### config.mk
export PLATFORM = sky130hd
export DESIGN_NAME = axi_lite_fifo_slave
export DESIGN_NICKNAME = d
export VERILOG_FILES = /design/src/rtl/axi_lite_fifo_slave_pkg.sv /design/src/rtl/axi_lite_fifo_slave_core.sv /design/src/rtl/axi_lite_fifo_slave.sv
export SDC_FILE = /design/constraint.sdc
export NUM_CORES = 1
export LEC_CHECK = 0
export BUFFER_PORTS_ARGS = -buffer_cell sky130_fd_sc_hd__buf_2
export CAP_MARGIN = 40
export CORE_UTILIZATION = 59
export DETAILED_ROUTE_END_ITERATION = 7
export PLACE_DENSITY = 0.78
export SYNTH_ARGS = -nofsm -noshare
export SYNTH_HDL_FRONTEND = slang
export SYNTH_SLANG_ARGS = --single-unit
### constraint.sdc
create_clock -name clk -period 3.6 [get_ports clk]
set_input_delay 0 -clock clk [delete_from_list [all_inputs] [get_ports clk]]
set_output_delay 0 -clock clk [all_outputs]
set_load 0.02 [all_outputs]
### src/rtl/axi_lite_fifo_slave_pkg.sv
`default_nettype none
// ============================================================================
//  Module      : axi_lite_fifo_slave_pkg
//  Description : Shared AXI-Lite definitions for the FIFO slave: response
//                codes, resp/prot types, register offsets and the register
//                select decode used by both the read and write paths.
//  Revision    : 1.0 - initial release
// ============================================================================
package axi_lite_fifo_slave_pkg;

    typedef logic [1:0] resp_t;
    typedef logic [2:0] prot_t;

    localparam resp_t RESP_OKAY   = 2'b00;
    localparam resp_t RESP_EXOKAY = 2'b01;
    localparam resp_t RESP_SLVERR = 2'b10;
    localparam resp_t RESP_DECERR = 2'b11;

    // Byte offsets of the register map.
    localparam logic [3:0] REG_DATA   = 4'h0;
    localparam logic [3:0] REG_STATUS = 4'h4;
    localparam logic [3:0] REG_CTRL   = 4'h8;

    typedef enum logic [1:0] {
        SEL_DATA   = 2'd0,
        SEL_STATUS = 2'd1,
        SEL_CTRL   = 2'd2,
        SEL_BAD    = 2'd3
    } reg_sel_e;

    // high_nz : any address bit above bit 3 is set
    // word_sel: address bits [3:2]; bits [1:0] never take part in decode
    function automatic reg_sel_e decode_reg(input logic       high_nz,
                                            input logic [1:0] word_sel);
        reg_sel_e   sel;
        logic [3:0] ofs;
        ofs = {word_sel, 2'b00};
        sel = SEL_BAD;
        if (!high_nz) begin
            if (ofs == REG_DATA) begin
                sel = SEL_DATA;
            end else if (ofs == REG_STATUS) begin
                sel = SEL_STATUS;
            end else if (ofs == REG_CTRL) begin
                sel = SEL_CTRL;
            end
        end
        decode_reg = sel;
    endfunction

endpackage : axi_lite_fifo_slave_pkg
`default_nettype wire

### src/rtl/axi_lite_fifo_slave_core.sv
`default_nettype none
// ============================================================================
//  Module      : sync_fifo_core
//  Description : Single-clock FIFO storage with read/write pointers and an
//                occupancy counter. Flush has priority over push and pop.
//                push/pop requests are qualified internally against
//                full/empty, so a push while full only succeeds when a pop
//                completes on the same edge.
//  Ports       : clk, rst_n          - clock, async active-low reset
//                push, wdata         - write request and data
//                pop, rdata          - read request, head-of-queue data
//                flush               - empty the FIFO on this edge
//                full, empty, count  - current occupancy
//                count_next          - occupancy after this edge
//  Revision    : 1.0 - initial release
// ============================================================================
module sync_fifo_core #(
    parameter int WIDTH = 32,
    parameter int DEPTH = 16
) (
    input  logic                       clk,
    input  logic                       rst_n,
    input  logic                       push,
    input  logic [WIDTH-1:0]           wdata,
    input  logic                       pop,
    output logic [WIDTH-1:0]           rdata,
    input  logic                       flush,
    output logic                       full,
    output logic                       empty,
    output logic [$clog2(DEPTH+1)-1:0] count,
    output logic [$clog2(DEPTH+1)-1:0] count_next
);

    localparam int PW = $clog2(DEPTH);
    localparam int CW = $clog2(DEPTH + 1);

    typedef logic [PW-1:0] ptr_t;
    typedef logic [CW-1:0] cnt_t;

    logic [WIDTH-1:0] mem_q [DEPTH];
    ptr_t             wptr_q, wptr_d;
    ptr_t             rptr_q, rptr_d;
    cnt_t             count_q, count_d;
    logic             w_do_push;
    logic             w_do_pop;

    assign full  = (count_q == cnt_t'(DEPTH));
    assign empty = (count_q == '0);
    assign count = count_q;
    assign count_next = count_d;
    assign rdata = mem_q[rptr_q];

    // The pop is evaluated first, so a full FIFO still accepts a push on
    // the edge where its head leaves.
    assign w_do_pop  = pop & ~empty;
    assign w_do_push = push & (~full | w_do_pop);

    always_comb begin
        wptr_d  = wptr_q;
        rptr_d  = rptr_q;
        count_d = count_q;
        if (flush) begin
            wptr_d  = '0;
            rptr_d  = '0;
            count_d = '0;
        end else begin
            if (w_do_push) begin
                wptr_d = wptr_q + ptr_t'(1);
            end
            if (w_do_pop) begin
                rptr_d = rptr_q + ptr_t'(1);
            end
            count_d = count_q + cnt_t'(w_do_push) - cnt_t'(w_do_pop);
        end
    end

    always_ff @(posedge clk or negedge rst_n) begin
        if (!rst_n) begin
            wptr_q  <= '0;
            rptr_q  <= '0;
            count_q <= '0;
        end else begin
            wptr_q  <= wptr_d;
            rptr_q  <= rptr_d;
            count_q <= count_d;
        end
    end

    // Storage is not reset; a flushed write is dropped.
    always_ff @(posedge clk) begin
        if (w_do_push && !flush) begin
            mem_q[wptr_q] <= wdata;
        end
    end

endmodule : sync_fifo_core
`default_nettype wire

### src/rtl/axi_lite_fifo_slave.sv
`default_nettype none
// ============================================================================
//  Module      : axi_lite_fifo_slave
//  Description : AXI-Lite slave exposing a FIFO through three registers:
//                  0x00 DATA   write = push, read = pop
//                  0x04 STATUS bit0 empty, bit1 full, bits[16+:CW] count
//                  0x08 CTRL   bit0 flush (write-only, reads 0)
//                Other addresses return DECERR. irq is high while the
//                occupancy is at or above THRESH.
//  Ports       : clk, rst_n                   - clock, async active-low reset
//                s_aw*, s_w*, s_b*            - AXI-Lite write channels
//                s_ar*, s_r*                  - AXI-Lite read channels
//                irq                          - registered level interrupt
//  Revision    : 1.0 - initial release
// ============================================================================
module axi_lite_fifo_slave
    import axi_lite_fifo_slave_pkg::*;
#(
    parameter int ADDR_WIDTH = 32,
    parameter int DATA_WIDTH = 32,
    parameter int DEPTH      = 16,
    parameter int THRESH     = DEPTH / 2
) (
    input  logic                    clk,
    input  logic                    rst_n,
    // write address
    input  logic [ADDR_WIDTH-1:0]   s_awaddr,
    input  prot_t                   s_awprot,
    input  logic                    s_awvalid,
    output logic                    s_awready,
    // write data
    input  logic [DATA_WIDTH-1:0]   s_wdata,
    input  logic [DATA_WIDTH/8-1:0] s_wstrb,
    input  logic                    s_wvalid,
    output logic                    s_wready,
    // write response
    output resp_t                   s_bresp,
    output logic                    s_bvalid,
    input  logic                    s_bready,
    // read address
    input  logic [ADDR_WIDTH-1:0]   s_araddr,
    input  prot_t                   s_arprot,
    input  logic                    s_arvalid,
    output logic                    s_arready,
    // read data
    output logic [DATA_WIDTH-1:0]   s_rdata,
    output resp_t                   s_rresp,
    output logic                    s_rvalid,
    input  logic                    s_rready,
    // interrupt
    output logic                    irq
);

    localparam int CW = $clog2(DEPTH + 1);

    typedef logic [DATA_WIDTH-1:0] data_t;
    typedef logic [CW-1:0]         count_t;

    localparam count_t THRESH_LVL = count_t'(THRESH);

    // run_q holds all readies low until the first edge after reset release.
    logic     run_q;
    logic     bvalid_q, bvalid_d;
    resp_t    bresp_q,  bresp_d;
    logic     rvalid_q, rvalid_d;
    resp_t    rresp_q,  rresp_d;
    data_t    rdata_q,  rdata_d;
    logic     irq_q,    irq_d;

    logic     w_wr_hs;
    logic     w_rd_hs;
    reg_sel_e w_wsel;
    reg_sel_e w_rsel;
    logic     w_push;
    logic     w_pop;
    logic     w_flush;
    logic     w_full;
    logic     w_empty;
    count_t   w_count;
    count_t   w_count_next;
    data_t    w_head;
    data_t    w_status;
    logic     w_unused;

    // ------------------------------------------------------------------
    // Handshakes and address decode
    // ------------------------------------------------------------------
    assign w_wr_hs   = run_q & s_awvalid & s_wvalid & ~bvalid_q;
    assign s_awready = w_wr_hs;
    assign s_wready  = w_wr_hs;

    assign s_arready = run_q & ~rvalid_q;
    assign w_rd_hs   = s_arready & s_arvalid;

    assign w_wsel = decode_reg(|s_awaddr[ADDR_WIDTH-1:4], s_awaddr[3:2]);
    assign w_rsel = decode_reg(|s_araddr[ADDR_WIDTH-1:4], s_araddr[3:2]);

    assign w_pop   = w_rd_hs & (w_rsel == SEL_DATA) & ~w_empty;
    assign w_flush = w_wr_hs & (w_wsel == SEL_CTRL) & s_wstrb[0] & s_wdata[0];
    assign w_push  = w_wr_hs & (w_wsel == SEL_DATA) & (~w_full | w_pop);

    // Protection bits, byte strobes (other than the flush byte) and the
    // byte offset within a word carry no meaning for this slave.
    assign w_unused = ^{s_awprot, s_arprot, s_wstrb, s_awaddr[1:0], s_araddr[1:0]};

    // ------------------------------------------------------------------
    // FIFO
    // ------------------------------------------------------------------
    sync_fifo_core #(
        .WIDTH (DATA_WIDTH),
        .DEPTH (DEPTH)
    ) u_core (
        .clk        (clk),
        .rst_n      (rst_n),
        .push       (w_push),
        .wdata      (s_wdata),
        .pop        (w_pop),
        .rdata      (w_head),
        .flush      (w_flush),
        .full       (w_full),
        .empty      (w_empty),
        .count      (w_count),
        .count_next (w_count_next)
    );

    always_comb begin
        w_status         = '0;
        w_status[0]      = w_empty;
        w_status[1]      = w_full;
        w_status[16 +: CW] = w_count;
    end

    // ------------------------------------------------------------------
    // Response next-state
    // ------------------------------------------------------------------
    always_comb begin
        bvalid_d = bvalid_q;
        bresp_d  = bresp_q;
        if (w_wr_hs) begin
            bvalid_d = 1'b1;
            unique case (w_wsel)
                SEL_DATA:   bresp_d = w_push ? RESP_OKAY : RESP_SLVERR;
                SEL_STATUS: bresp_d = RESP_SLVERR;
                SEL_CTRL:   bresp_d = RESP_OKAY;
                default:    bresp_d = RESP_DECERR;
            endcase
        end else if (s_bready) begin
            bvalid_d = 1'b0;
        end
    end

    always_comb begin
        rvalid_d = rvalid_q;
        rresp_d  = rresp_q;
        rdata_d  = rdata_q;
        if (w_rd_hs) begin
            rvalid_d = 1'b1;
            rdata_d  = '0;
            unique case (w_rsel)
                SEL_DATA: begin
                    if (w_empty) begin
                        rresp_d = RESP_SLVERR;
                    end else begin
                        rresp_d = RESP_OKAY;
                        rdata_d = w_head;
                    end
                end
                SEL_STATUS: begin
                    rresp_d = RESP_OKAY;
                    rdata_d = w_status;
                end
                SEL_CTRL: rresp_d = RESP_OKAY;
                default:  rresp_d = RESP_DECERR;
            endcase
        end else if (s_rready) begin
            rvalid_d = 1'b0;
        end
    end

    // irq follows the post-edge occupancy so it changes on the same edge
    // as count.
    assign irq_d = (w_count_next >= THRESH_LVL);

    always_ff @(posedge clk or negedge rst_n) begin
        if (!rst_n) begin
            run_q    <= 1'b0;
            bvalid_q <= 1'b0;
            bresp_q  <= RESP_OKAY;
            rvalid_q <= 1'b0;
            rresp_q  <= RESP_OKAY;
            rdata_q  <= '0;
            irq_q    <= 1'b0;
        end else begin
            run_q    <= 1'b1;
            bvalid_q <= bvalid_d;
            bresp_q  <= bresp_d;
            rvalid_q <= rvalid_d;
            rresp_q  <= rresp_d;
            rdata_q  <= rdata_d;
            irq_q    <= irq_d;
        end
    end

    assign s_bvalid = bvalid_q;
    assign s_bresp  = bresp_q;
    assign s_rvalid = rvalid_q;
    assign s_rresp  = rresp_q;
    assign s_rdata  = rdata_q;
    assign irq      = irq_q;

endmodule : axi_lite_fifo_slave
`default_nettype wire
; ---- After elaboration in Yosys (flattened, before gate mapping)
; Memory sizes are Yosys's and may differ from the RTL's.
; Cells that the tools add are included.
[totals]
ff_bits = 53
ram_bits = 512
out_inout_bits = 42
mem_count = 1
[op_classes]
n_bitwise = 20
muxes = 25
n_reduce_logical = 14
magnitude_cmp = 1
n_eq_ne = 9
addsub = 4
[memory_table]
columns = memory, words, word_bits, read_ports, rd_ports_with_merged_regs, write_ports, line_no
row1 = u_core.mem_q, 16, 32, 1, 0, 1, axi_lite_fifo_slave_core.sv:40  ; logic [WIDTH-1:0] mem_q [DEPTH];
[op_table]
columns = op, n
row1 = $pmux 32 s2, 1
row2 = $reduce_or 28->1, 2
row3 = $mux 32, 1
row4 = $mux 2, 8
row5 = $mux 4, 4
row6 = $and 1x1->1, 14
row7 = $add 4x1->4 const B, 2
row8 = $eq 2x1->1 const B, 4
row9 = $eq 2x2->1 const B, 4
row10 = $logic_not 2->1, 4
row11 = $mux 1, 8
row12 = $reduce_bool 2->1, 4
row13 = $pmux 2 s3, 1
row14 = $add 5x1->5, 1
row15 = $eq 5x5->1 const B, 1
row16 = $ge 5x4->1 const B, 1
row17 = $logic_not 5->1, 1
row18 = $mux 5, 1
row19 = $sub 5x1->5, 1
row20 = $not 1->1, 4
row21 = $pmux 2 s2, 1
row22 = $or 1x1->1, 2
row23 = $reduce_or 2->1, 1
row24 = $logic_and 1x1->1, 1
row25 = $logic_not 1->1, 1

; ---- Logic depth before layout (Yosys ltp)
; Gate-level depths: netlist (run 1).
[logic_depth]
depth_word = 15
mapped_depth = 16
mapped_depth_nobuf = 15

; ---- Hierarchy
; A second synthesis (run 1) with hierarchy kept.
[unflattened]
hier_cells = 1175
area_unflattened_um2 = 22365.2
[modules_own_cells]
columns = mod, area_per_inst_um2, n_inst, seq_area_each_um2, cells_per_inst
row1 = sync_fifo_core, 20503.4, 1, 15700.1, 1019
row2 = axi_lite_fifo_slave, 1861.8, 1, 1001.0, 156

; ---- Least setup slack after synthesis (run 1)
; No wires, ideal clock.
[synth_timing]
path_kind = register to register
from = register rvalid_q, in the netlist s_rvalid
to = memory u_core.mem_q[11][0] (enable)
setup_ps = 392
arrival_time_ps = 2958
slack_ps = 250
stages_incl_launch_ff = 8
t_required_ps = 3208
cell_sequence = dfrtp_1 nor2b_1 nand2_1 or4_1 buf_6 a21oi_4 buf_6 and3_1
[synth_via]
elab_chain_cells = 11
elab_cells_between_ends = 13
[synth_rtl]
columns = element, line_no
row1 = from (decl), axi_lite_fifo_slave.sv:65  ; logic rvalid_q, rvalid_d;
row2 = from (signal assigned), axi_lite_fifo_slave.sv:197  ; rvalid_q <= rvalid_d;
row3 = $not 1->1 (*), axi_lite_fifo_slave.sv:92  ; assign s_arready = run_q & ~rvalid_q;
row4 = $and 1x1->1 (*), axi_lite_fifo_slave.sv:92
row5 = net s_arready, axi_lite_fifo_slave.sv:44  ; output logic s_arready,
row6 = $and 1x1->1 (*), axi_lite_fifo_slave.sv:93  ; assign w_rd_hs = s_arready & s_arvalid;
row7 = $and 1x1->1 (*) (2 in series), axi_lite_fifo_slave.sv:98  ; assign w_pop = w_rd_hs & (w_rsel == SEL_DATA) & ~w_empty;
row8 = $or 1x1->1 or $and 1x1->1 (tied branches), "axi_lite_fifo_slave.sv:100, axi_lite_fifo_slave_core.sv:55"
row9 = $and 1x1->1 or $or 1x1->1 (tied branches), "axi_lite_fifo_slave.sv:100, axi_lite_fifo_slave_core.sv:56"
row10 = $and 1x1->1 (*), axi_lite_fifo_slave_core.sv:56  ; assign w_do_push = push & (~full | w_do_pop);
row11 = $logic_and 1x1->1 (*), axi_lite_fifo_slave_core.sv:91  ; if (w_do_push && !flush) begin
row12 = $mux 1 (*), axi_lite_fifo_slave_core.sv:91
row13 = $mux 1 (implied by the code) (*), axi_lite_fifo_slave_core.sv:92  ; mem_q[wptr_q] <= wdata;
row14 = to (decl), axi_lite_fifo_slave_core.sv:40
; The timed path passes the listed nets; every way through them passes the cells marked *.

; ---- Final worst setup path (run 1)
[layout_timing]
from = input port s_araddr[27]
to = register irq_q, in the netlist irq
[layout_via]
elab_chain_cells = 12
elab_cells_between_ends = 14
[layout_rtl]
columns = element, line_no
row1 = from (decl), axi_lite_fifo_slave.sv:41  ; input logic [ADDR_WIDTH-1:0] s_araddr,
row2 = $reduce_or 28->1 (*), axi_lite_fifo_slave.sv:96  ; assign w_rsel = decode_reg(|s_araddr[ADDR_WIDTH-1:4], s_araddr[3:2]);
row3 = $mux 2 (*), axi_lite_fifo_slave_pkg.sv:39  ; if (!high_nz) begin
row4 = $logic_not 2->1 (*), axi_lite_fifo_slave.sv:98
row5 = $and 1x1->1 (*) (2 in series), axi_lite_fifo_slave.sv:98
row6 = $or 1x1->1 or $and 1x1->1 (tied branches), "axi_lite_fifo_slave.sv:100, axi_lite_fifo_slave_core.sv:55"
row7 = $and 1x1->1 or $or 1x1->1 (tied branches), "axi_lite_fifo_slave.sv:100, axi_lite_fifo_slave_core.sv:56"
row8 = $and 1x1->1, axi_lite_fifo_slave_core.sv:56
row9 = $add 5x1->5, axi_lite_fifo_slave_core.sv:73  ; count_d = count_q + cnt_t'(w_do_push) - cnt_t'(w_do_pop);
row10 = $sub 5x1->5 (*), axi_lite_fifo_slave_core.sv:73
row11 = $mux 5 (*), axi_lite_fifo_slave_core.sv:62  ; if (flush) begin
row12 = $ge 5x4->1 (*), axi_lite_fifo_slave.sv:182  ; assign irq_d = (w_count_next >= THRESH_LVL);
row13 = net irq_d, axi_lite_fifo_slave.sv:68  ; logic irq_q, irq_d;
row14 = to (signal assigned), axi_lite_fifo_slave.sv:200  ; irq_q <= irq_d;
row15 = to (decl), axi_lite_fifo_slave.sv:68
; Marked as above.
; A chain may end at the register's enable or synchronous reset.

==> flow_summary.json, run 1 <==
{
  "run_status": "completed",
  "async_flop_share_pct": 9.38,
  "finClkSkew_ns": 0.0213,
  "gp_congestion": 0.743,
  "ys_seq_elements": 565,
  "io_buffers": 141,
  "htreeDepth": 2,
  "crit_path_end_kind": "register",
  "synth_cell_types": 47,
  "synth_area_um2": 21900,
  "worst_slew_pin_slew_ns": 0.616,
  "fin_nets": 1349,
  "dr.pass1.iters": 5,
  "drc_errors": 0,
  "max_cap_violations": 0,
  "numCtsBuffers": 54,
  "r2r_start": "u_core.count[2]$_DFF_PN0_",
  "switchingPower_mw": 2.54,
  "internal_power_mw": 10.4,
  "grt_usage_pct": 27.1,
  "clockRootBuffer": "clkbuf_16",
  "finalCriticalPeriod_ns": 3.19,
  "antenna_left": 0,
  "rsz0062_at_grt": "false",
  "reg2reg_slack_ns": 0.42,
  "fin_setup_tns_ns": 0,
  "arrival_ns": 3.66,
  "die_x_um": 194,
  "seq_power_share_pct": 55.5,
  "via_per_inst": 6.47,
  "seq_area_um2": 16700,
  "switching_share_pct": 19.7,
  "vias": 11200,
  "r2r-end": "irq$_DFF_PN0_",
  "ys_seq_area_share_pct": 76.4,
  "dp_slack_ns": 0.460,
  "fillCellCount": 2095,
  "cts.sinks": 565,
  "diodes": 0,
  "slew_violations": 0,
  "layout-drive-gt1-share_pct": 36.0,
  "hold_viol": 0,
  "grt_max_degree": 57,
  "startpoint": "s_araddr[27]",
  "antenna_found_initial": 0,
  "setup_violations": 0,
  "synthTopCellsByArea": "edfxtp_1 (70%), mux4_2 (16%), dfrtp_1 (6.1%)",
  "num_io_pins": 155,
  "first_iter_violations": 1003,
  "holdWs_ns": 0.0359,
  "insertion_delay_ns": 0.61,
  "core_area_um2": 36500,
  "synthFlopType": "edfxtp_1",
  "fin_crit_sh_pct": 88.5,
  "die-area_um2": 37800,
  "yosysTopAreaCell": "edfxtp_1",
  "yosys_warnings": 0,
  "criticalPathCategory": "in2reg",
  "rows": 70,
  "hp-class": "in2reg",
  "synth_edf_count": 512,
  "start_util_pct": 59.8,
  "syn_to_final_growth_pct": 17.9,
  "fmax_ghz": 0.314,
  "postSynthCellCount": 973,
  "postSynthAreaPerCell_um2": 22.5,
  "ff2ff_path_depth": 14,
  "final.setup.worst_slack_ns": 0.413,
  "power_frac_comb_pct": 1.8,
  "max_slew_margin_pct": 59.0,
  "die_height_um": 194,
  "hpwl_um": 26700,
  "clockBufferDepth": 3,
  "layout_common_cells": "edfxtp_1 (512), mux4_2 (153), buf_2 (141), clkbuf_16 (54), dlygate4sd3_1 (52)",
  "cp_max_fo": 3,
  "leakage_nw": 8.58,
  "startpoint_type": "input port",
  "final_common_cell": "edfxtp_1",
  "powerDensity_nw_per_um2": 501,
  "synth_top_area_share_pct": 70.4,
  "cp.required_ns": 4.08,
  "irDropWorstVdd_mv": 0.540,
  "syn_nets": 1098,
  "cts_resized": 0,
  "globalRouteOverflowTotal": 0,
  "wl_um": 49700,
  "clk_pin_slew_ns": 0.06,
  "avgRoutedWirePerCell_um": 28.6,
  "grt_pass1_wl_um": 73300,
  "p_clk_share_pct": 42.7,
  "cp-endpoint": "irq$_DFF_PN0_",
  "grt_pass1_vias": 11600,
  "multi_input_area_um2": 4890,
  "tritoncts": "done"
}
cell families (layout without fill, tap and decap cells):
kind of cell,Yosys count,count (layout),synth area share (%)
adder cells (fa/ha/maj),12,12,0.721
multiplexers,171,171,16.6
XOR/XNOR,5,5,0.200
AO/OA/AOI/OAI,68,68,2.23
buffers and inverters,66,361,1.34
flip-flops,565,565,76.4
other,1,1,0.0172
AND/OR/NAND/NOR,85,85,2.42
power groups by stage:
stage	registers [mW]	clock network, mW	logic, mW
CTS	7.16	5.57	0.231
global placement	7.30	0	0.179
detailed placement	7.30	0	0.188
finish	7.16	5.50	0.234
floorplan	7.30	0	0.0218
global route	7.15	5.80	0.251
state kept, by name (all words and copies together) (netlist names):
register and cells:
run_q 1, u_core.count 5, s_rresp 2, s_rdata 32
s_bresp 2, u_core.rptr_q 4, u_core.mem_q 512, u_core.wptr_q 4
s_bvalid 1, s_rvalid 1, irq 1
worst min-delay path by stage:
stage | from | endpoint | slack, ns | cells after the start
2_1_floorplan | rst_n | irq$_DFF_PN0_ | -0.30 | 0
3_3_place_gp | rst_n | s_rdata[13]$_DFFE_PN0P_ | 0.02 | 1
3_5_place_dp | rst_n | s_rdata[13]$_DFFE_PN0P_ | 0.02 | 1
4_1_cts | s_awaddr[8] | u_core.count[1]$_DFF_PN0_ | 0.03 | 6
5_1_grt | s_arvalid | s_rvalid$_DFFE_PN0P_ | 0.08 | 4
6_report | s_arvalid | s_rvalid$_DFFE_PN0P_ | 0.04 | 4
worst max-delay path, stage by stage:
cell	delay, ns
dlygate4sd3_1	0.54
buf_2	0.12
nor4_1	0.32
dlygate4sd3_1	0.61
nand3_1	0.12
or4_1	0.52
a21oi_4	0.19
ha_1	0.18
inv_1	0.06
fa_1	0.42
inv_1	0.07
a21oi_1	0.06
o21bai_1	0.19
xnor2_1	0.18
a21oi_1	0.10
final cells by class:
| type | count | share of cell area (%) |
|---|---|---|
| repair buffers | 246 | 7.08 |
| clock buffers | 78 | 5.67 |
| flip-flops and latches | 565 | 64.9 |
| inverters | 15 | 0.219 |
| well taps | 468 | 2.27 |
| clock inverters | 22 | 0.899 |
| multi-input cells | 342 | 19.0 |
per-stage QoR:
stage / cell area, um^2 / power, mW / util, % / std cells
after global routing: 25800 / 13.2 / 70.5 / 1736
final: 25800 / 12.9 / 70.5 / 1736
after CTS: 25700 / 13.0 / 70.5 / 1735
after floorplan: 21900 / 7.33 / - / 973
after detailed placement: 23500 / 7.48 / 64.4 / 1583
after global placement: 23500 / 7.47 / 64.3 / 1581
Yosys cell counts (3+ instances only):
library cell    n
nor2_1         21
mux4_2        153
nand3_1         3
a22o_1         25
edfxtp_1      512
a211oi_1        3
xnor2_1         3
nand4_1         5
nor4_2          4
buf_2          18
and3_2          4
a22oi_1         7
nand2_1         5
ha_1           11
a21oi_1        13
nor2b_1         5
clkbuf_1       28
nor4_1         12
o21ai_0        13
and3_1          8
dfrtp_1        53
mux2_2          9
and4b_1         3
mux2i_1         9
inv_1          15
per-layer routing:
layer / vias up / track usage (%) / part of all wire (%)
met5: - / 0 / 0
met4: 0 / 9.79 / 3.0
met3: 109 / 5.71 / 8.7
met2: 658 / 45.3 / 50
met1: 5833 / 35.6 / 38
li1: 4627 / - / -
what timing repair did:
action	4_1_cts	5_1_grt
buffers inserted	0	0
endpoints found under the hold margin	586	0
hold buffers	52	0
Power figures use the tool's default switching activity.
==> run 2, diff against run 1 <==
--- a/config.mk
+++ b/config.mk
@@ -9,7 +9,7 @@
 export CAP_MARGIN = 40
 export CORE_UTILIZATION = 59
 export DETAILED_ROUTE_END_ITERATION = 7
-export PLACE_DENSITY = 0.78
+export PLACE_DENSITY = 0.75
 export SYNTH_ARGS = -nofsm -noshare
 export SYNTH_HDL_FRONTEND = slang
 export SYNTH_SLANG_ARGS = --single-unit
==> run 2 against run 1 <==
Against the previous run: sequential share of layout area fell by 0.53 points; highest routed layer is now met5; utilization rose by 0.58 points; clock-buffer cell count fell by 17; sequential power barely moved; cell area rose by 0.82%.
==> flow_summary.json, run 2 (synthesized netlist as in run 1, its figures left out) <==
{
  "switchingPower_mw": 2.56,
  "numCtsBuffers": 54,
  "powerDensity_nw_per_um2": 526,
  "p_clk_share_pct": 45.9,
  "cp.required_ns": 4.07,
  "r2r-end": "irq$_DFF_PN0_",
  "reg2reg_slack_ns": 0.46,
  "fillCellCount": 2105,
  "fin_nets": 1347,
  "crit_path_end_kind": "register",
  "antenna_left": 0,
  "setup_violations": 0,
  "grt_usage_pct": 27.1,
  "ff2ff_path_depth": 14,
  "run_status": "completed",
  "start_util_pct": 59.8,
  "cp_max_fo": 3,
  "fmax_ghz": 0.319,
  "irDropWorstVdd_mv": 0.623,
  "cts_setup_buffers": 0,
  "max_slew_margin_pct": 48.5,
  "fin_setup_tns_ns": 0,
  "num_io_pins": 155,
  "arrival_ns": 3.61,
  "startpoint_type": "register",
  "core_area_um2": 36500,
  "max_cap_violations": 0,
  "die-area_um2": 37800,
  "clockRootBuffer": "clkbuf_16",
  "htreeDepth": 2,
  "finClkSkew_ns": 0.0181,
  "wl_um": 49500,
  "insertion_delay_ns": 0.60,
  "clk_pin_slew_ns": 0.06,
  "grt_max_degree": 69,
  "dp_cells": 1585,
  "hpwl_um": 26300,
  "via_per_inst": 6.39,
  "die_height_um": 194,
  "min_to": "s_rdata[17]$_DFFE_PN0P_",
  "rsz0062_at_grt": "false",
  "syn_to_final_growth_pct": 18.8,
  "fin_crit_sh_pct": 87.2,
  "criticalPathCategory": "reg2reg",
  "internal_power_mw": 11.1,
  "leakage_nw": 8.74,
  "avgRoutedWirePerCell_um": 28.5,
  "drc_errors": 0,
  "worst_slew_pin_slew_ns": 0.765,
  "die_x_um": 194,
  "layout-drive-gt1-share_pct": 37.5,
  "seq_power_share_pct": 52.4,
  "cts.sinks": 565,
  "grt_pass1_vias": 11500,
  "diodes": 0,
  "largest_register_ffs": 512,
  "finalCriticalPeriod_ns": 3.14,
  "r2r_start": "u_core.count[2]$_DFF_PN0_",
  "io_buffers": 141,
  "regMostFlops": "u_core.mem_q",
  "dr.pass1.iters": 5,
  "tritoncts": "done",
  "vias": 11100,
  "power_frac_comb_pct": 1.7,
  "switching_share_pct": 18.7,
  "final_common_cell": "edfxtp_1",
  "layout.cells.non_filler": 1736,
  "first_iter_violations": 1120,
  "min_path_cells": 6,
  "worstHoldStart": "s_araddr[28]",
  "globalRouteOverflowTotal": 0,
  "antenna_found_initial": 1,
  "hold_viol": 0,
  "grt_pass1_wl_um": 73200,
  "gp_congestion": 0.757,
  "rows": 70,
  "layout_common_cells": "edfxtp_1 (512), mux4_2 (153), buf_2 (141), clkbuf_16 (58)",
  "hp-class": "in2reg",
  "clockBufferDepth": 3,
  "slew_violations": 0
}
run 2: final cells by class:
type,count,area [um^2],share of cell area (%)
Clock buffer,61,1470,5.67
Clock inverter,41,532,2.05
Inverter,15,56.3,0.217
Multi-Input combinational cell,342,4890,18.8
Sequential cell,565,16700,64.4
Tap cell,468,586,2.25
Timing Repair Buffer,244,1720,6.63
run 2: power by group through the flow:
stage | logic (mW) | registers, mW | clock network [mW]
2_1_floorplan | 0.0218 | 7.30 | 0
3_3_place_gp | 0.179 | 7.30 | 0
3_5_place_dp | 0.191 | 7.30 | 0
4_1_cts | 0.231 | 7.16 | 6.34
5_1_grt | 0.251 | 7.15 | 6.58
6_report | 0.232 | 7.16 | 6.27
run 2: how the worst max path moves through the flow:
stage / startpoint / end / slack [ns] / depth (start not counted)
2_1_floorplan: s_rvalid$_DFFE_PN0P_ / u_core.mem_q[11][0]$_DFFE_PP_ / 0.25 / 7
3_3_place_gp: u_core.count[2]$_DFF_PN0_ / irq$_DFF_PN0_ / 0.51 / 14
3_5_place_dp: u_core.count[2]$_DFF_PN0_ / irq$_DFF_PN0_ / 0.49 / 14
4_1_cts: u_core.count[2]$_DFF_PN0_ / irq$_DFF_PN0_ / 0.47 / 14
5_1_grt: u_core.count[2]$_DFF_PN0_ / irq$_DFF_PN0_ / 0.24 / 14
6_report: u_core.count[2]$_DFF_PN0_ / irq$_DFF_PN0_ / 0.46 / 14
run 2: repair_timing:
| item | CTS | global route |
|---|---|---|
| hold buffers | 49 | 0 |
| setup endpoints to repair | 0 | 0 |
| endpoints found under the hold margin | 588 | 0 |
| gates resized for setup | 0 | 0 |
run 2: routing by layer:
layer  track usage (%)  vias to the layer above  wire [um]
li1                  -                     4619          -
met1              35.1                     5788      18400
met2              47.0                      587      26000
met3              5.00                       96       3800
met4              8.58                        2       1250
met5                 0                        -         13
run 2: metrics by stage:
stage	utilization (%)	hold WS [ns]	instance area (um^2)	setup WS, ns	total power, mW
after floorplan	-	-0.296	21900	0.250	7.33
after global placement	64.2	0.186	23400	0.509	7.47
after detailed placement	64.3	-0.0794	23500	0.486	7.49
after CTS	71.1	0.0255	26000	0.466	13.7
after global routing	71.1	0.0885	26000	0.241	14.0
final	71.1	0.0381	26000	0.461	13.7
run 2: critical path, cell delays in order (launching register included):
cell	delay, ns
dfrtp_1	0.38
inv_1	0.08
ha_1	0.20
nor4b_1	0.16
nand2b_1	0.20
or4_1	0.61
a21oi_4	0.19
ha_1	0.18
inv_1	0.06
fa_1	0.42
inv_1	0.07
a21oi_1	0.06
o21bai_1	0.16
xnor2_1	0.16
a21oi_1	0.09
